==> config.mk <==
export PLATFORM = sky130hd
export DESIGN_NAME = br_param
export DESIGN_NICKNAME = d
export VERILOG_FILES = /design/src/rtl/br_param.sv
export SDC_FILE = /design/constraint.sdc
export NUM_CORES = 2
export LEC_CHECK = 0
export BUFFER_PORTS_ARGS = -buffer_cell sky130_fd_sc_hd__buf_2
export CORE_UTILIZATION = 35
export CTS_CLUSTER_SIZE = 30
export DETAILED_ROUTE_END_ITERATION = 12
export GPL_TIMING_DRIVEN = 0
export SYNTH_ARGS = -nofsm -noshare
export SYNTH_HDL_FRONTEND = slang
export SYNTH_SLANG_ARGS = --single-unit
==> constraint.sdc <==
create_clock -name clk -period 3.1 [get_ports clk]
set_input_delay 0.31 -clock clk [delete_from_list [all_inputs] [get_ports clk]]
set_output_delay 0.31 -clock clk [all_outputs]
set_load 0.01 [all_outputs]
==> src/rtl/br_param.sv <==
// Parametrised multi-port integer register bank with a per-register busy scoreboard.
// Optional write-first forwarding is enabled by defining BR_BYPASS_EN.
module br_param #(
    parameter int XLEN  = 32,
    parameter int NREGS = 32,
    parameter int NRD   = 2,
    parameter int NWR   = 1,
    localparam int AW   = $clog2(NREGS)
) (
    input  logic                 clk,
    input  logic                 rst_n,
    input  logic [NRD*AW-1:0]    ra,
    output logic [NRD*XLEN-1:0]  rd,
    output logic [NRD-1:0]       rbusy,
    input  logic [NWR-1:0]       we,
    input  logic [NWR*AW-1:0]    wa,
    input  logic [NWR*XLEN-1:0]  wd,
    input  logic                 rsv_en,
    input  logic [AW-1:0]        rsv_a
);

    // No valid/ready handshake: every read, write and reserve is accepted each cycle.
    logic [NREGS-1:0][XLEN-1:0] regs;
    logic [NREGS-1:0]           busy;

    // Ascending port order lets the highest-index writer win; the reserve is applied
    // last so a same-cycle reservation outlives the release of the older instruction.
    always_ff @(posedge clk or negedge rst_n) begin
        if (!rst_n) begin
            regs <= '0;
            busy <= '0;
        end else begin
            for (int j = 0; j < NWR; j++) begin
                if (we[j] && (wa[j*AW +: AW] != '0)) begin
                    regs[wa[j*AW +: AW]] <= wd[j*XLEN +: XLEN];
                    busy[wa[j*AW +: AW]] <= 1'b0;
                end
            end
            if (rsv_en && (rsv_a != '0)) begin
                busy[rsv_a] <= 1'b1;
            end
        end
    end

    for (genvar k = 0; k < NRD; k++) begin : g_rd
        logic [AW-1:0]   addr;
        logic [XLEN-1:0] data;
        logic            bz;
`ifdef BR_BYPASS_EN
        logic            fwd;
`endif

        assign addr = ra[k*AW +: AW];

        always_comb begin
            data = regs[addr];
            bz   = busy[addr];
`ifdef BR_BYPASS_EN
            fwd  = 1'b0;
            for (int j = 0; j < NWR; j++) begin
                if (we[j] && (wa[j*AW +: AW] == addr)) begin
                    data = wd[j*XLEN +: XLEN];
                    fwd  = 1'b1;
                end
            end
            // A forwarded write releases the register unless it is re-reserved this cycle.
            if (fwd && !(rsv_en && (rsv_a == addr))) begin
                bz = 1'b0;
            end
`endif
            if (!rst_n || (addr == '0)) begin
                data = '0;
                bz   = 1'b0;
            end
        end

        assign rd[k*XLEN +: XLEN] = data;
        assign rbusy[k]           = bz;
    end

endmodule

==> impl_metrics.tcl <==
set metrics [dict create \
    netlist.area_leader.share_pct 47.4 \
    maxCapViolCount 0 \
    fmax_ghz 0.314 \
    fin_crit_sh_pct 103 \
    cts_tree "done" \
    cp-start-kind "register" \
    grt_usage_pct 27.3 \
    hp-class "in2async" \
    async_flop_share_pct 100 \
    synthMuxAreaShare_pct 43.8 \
    p_sw_mw 12.2 \
    leakage_nw 28.1 \
    io_pins 122 \
    tightest_slew_ns 1.33 \
    nFillCells 14500 \
    grt_pass1_vias 38300 \
    synth_common_cells "dfrtp_1 (1056), mux2_2 (995), mux4_2 (471)" \
    syn_avg_cell_area_um2 15.4 \
    synth_edf_count 0 \
    p_total_mw 41.9 \
    worst_slack_ns -0.0806 \
    syn_nets 3681 \
    grt_pass1_wl_mm 308 \
    relSlewSlack_pct 10.7 \
    yosysTopAreaCell "dfrtp_1" \
    setup_viol 14 \
    io_buffers 112 \
    p_sw_share_pct 29.0 \
    ys_types 46 \
    htreeDepth 3 \
    fin_skew_ns 0 \
    crit_start "regs[182]" \
    cts_buffers 113 \
    synth_top_family_by_area "multiplexers" \
    hold_slack_ns 0.0411 \
    yosysWarnings 0 \
    drv_slew 0 \
    endpoint_kind "output port" \
    wl_met3_mm 22.4 \
    setup_tns_ns -0.343 \
    placed_cell_area_mm2 0.0591 \
    num_vias 38300 \
    final_nets 3975 \
    root_buffer "clkbuf_16" \
    met2WireLength_mm 97.8 \
    synth_simple_gate_area_share_pct 1.19 \
    top_layer "met5" \
    ys_seq_area_share_pct 47.4 \
    dr.pass1.iters 5 \
    synth_most_common_cell "dfrtp_1" \
    slowest_delay_ns 0.51 \
    grt_max_degree 163 \
    routabilityCongestion 0.954 \
    clockPowerShare_pct 34.3 \
    die_area_mm2 0.161 \
    rows 146 \
    remaining_drc_errors 0 \
    crit_type "reg2out" \
    power_frac_seq_pct 44.0 \
    p_int_mw 29.8 \
    start_util_pct 35.2 \
    wl_met1_mm 86.7 \
    synth_xor_xnor_area_share_pct 0 \
    core_mm2 0.158 \
    crit_arrival_ns 2.87 \
    synth_adder_area_share_pct 0 \
    cp_max_fo 3 \
    critPathRequiredTime_ns 2.79 \
    cp_slowest_cell "mux4_2" \
    ir_worst_vdd_mv 0.514 \
    die_x_um 401 \
    violations "setup timing" \
    path_cells "mux4_2 > mux2i_2 > o22a_1 > o221ai_1 > buf_2" \
    clkLatencyLatePin_ns 0.73 \
    clkTransAtPathRegs_ns 0.06 \
    routed_wl_mm 221 \
    die_height_um 401 \
    fin_area_mm2 0.0650 \
    cts_buffer_depth 3 \
    antenna_found_initial 16 \
    area_growth_pct 16.6 \
    crit-reg2reg-launch "regs[807]" \
    period_needed_ns 3.18 \
    antenna_left 0 \
    syn_inst 3625 \
    synthFlopType "dfrtp_1" \
    status "finished, violations left" \
    grt_overflow 0 \
    synth_compound_gate_area_share_pct 4.09 \
    syn_area_mm2 0.0557 \
    rsz0062_at_grt "true" \
    ys_top_cells_by_area "dfrtp_1 (47%), mux2_2 (20%), mux4_2 (19%), mux2i_1 (4.7%), clkbuf_1 (1.5%)" \
    hold_viol 0 \
    dp_hpwl_mm 154 \
    combinationalPowerShare_pct 21.7 \
    ys_ff_latch 1056 \
    wl_per_cell_um 36.3 \
    layout-drive-gt1-share_pct 53.5 \
    via_per_inst 6.29 \
    powerDensity_mw_per_mm2 645 \
    drt_iter0_markers 4549 \
    numClockSinks 1056 \
]
==> power by group through the flow <==
stage               logic, mW  registers, mW  clock network (mW)
finish                   9.12           18.4                14.4
CTS                      8.94           18.3                14.5
detailed placement       8.53           18.6                   0
global route             9.55           18.7                15.0
global placement         8.33           18.5                   0
floorplan                6.14           17.8                   0
==> placed cells by master (no fill, tap or decap), types with 11 or more instances in the layout <==
| cell | n |
|---|---|
| buf_2 | 202 |
| clkbuf_4 | 28 |
| o22a_1 | 25 |
| buf_16 | 11 |
| nor3_1 | 13 |
| a211oi_4 | 12 |
| mux4_2 | 471 |
| o22ai_1 | 39 |
| clkbuf_16 | 117 |
| buf_1 | 19 |
| buf_4 | 63 |
| dlygate4sd3_1 | 40 |
| clkinv_2 | 29 |
| nor3_2 | 12 |
| a211oi_2 | 11 |
| inv_1 | 13 |
| clkbuf_1 | 171 |
| nor2_1 | 15 |
| a2111oi_0 | 11 |
| clkbuf_2 | 37 |
| nand2_1 | 26 |
| o221ai_1 | 54 |
| buf_6 | 28 |
| clkbuf_8 | 29 |
| mux2i_1 | 252 |
| mux2_2 | 995 |
| a22o_1 | 63 |
| dfrtp_1 | 1056 |
==> path summary, 6_finish.rpt <==
check	to	slack, ns	cells after the start
min in group clk	busy[30]	0.06	3
setup / recovery	rd[22]	-0.08	5
hold reg to reg	regs[15]	0.48	1
hold / removal	regs[354]	0.04	4
setup reg to reg	regs[807]	2.27	1
max in group asynchronous	regs[997]	1.10	5
==> metal layers <==
metal  GRT usage, %  vias to the layer above
li1               -                    14800
met1           35.9                    20700
met2           40.4                     2285
met3           7.42                      542
met4           16.4                        6
met5              0                        -
==> area by class of cell <==
cell class / instances / area [um^2] / share of cell area, %
Inverter: 13 / 48.8 / 0.0751
Sequential cell: 1056 / 26400 / 40.7
Buffer: 424 / 2420 / 3.72
Timing Repair Buffer: 182 / 1630 / 2.51
Multi-Input combinational cell: 2129 / 28000 / 43.0
Clock buffer: 163 / 3380 / 5.20
Clock inverter: 51 / 519 / 0.799
Antenna cell: 3 / 7.51 / 0.0115
Tap cell: 2072 / 2590 / 3.99
==> stage by stage <==
step,util [%],instances,setup slack (ns)
final,41.1,6093,-0.0806
after global routing,41.1,6090,-0.0381
after CTS,41.0,6087,-0.0396
after detailed placement,37.4,5817,-1.80
after global placement,37.2,5809,-24.32
after floorplan,-,3625,0.826
==> kinds of logic (layout without fill, tap and decap cells) <==
logic type,Yosys count,after routing
and+or+nand+nor,124,124
DFF,1056,1056
other,0,3
buffers and inverters,440,833
muxes,1727,1727
AOI/OAI and AO/OA,278,278
==> registers in the layout, summed over array words and instances (netlist names) <==
name	count
regs	1024
busy	32
==> what timing repair did <==
action,in CTS,in global routing
hold endpoints to repair,344,0
cloned,6,0
pin swaps,15,4
resized for setup,338,52
setup endpoints to repair,66,39
hold buffers,49,0
setup buffers,4,3
==> critical path, delay by kind of cell (launching register included) <==
kind            cells  cell delay [ns]
mux                 2             0.81
buf+inv             1             0.25
compound gates      2             0.67
flops               1             0.40
(Power assumes the default switching activity.)
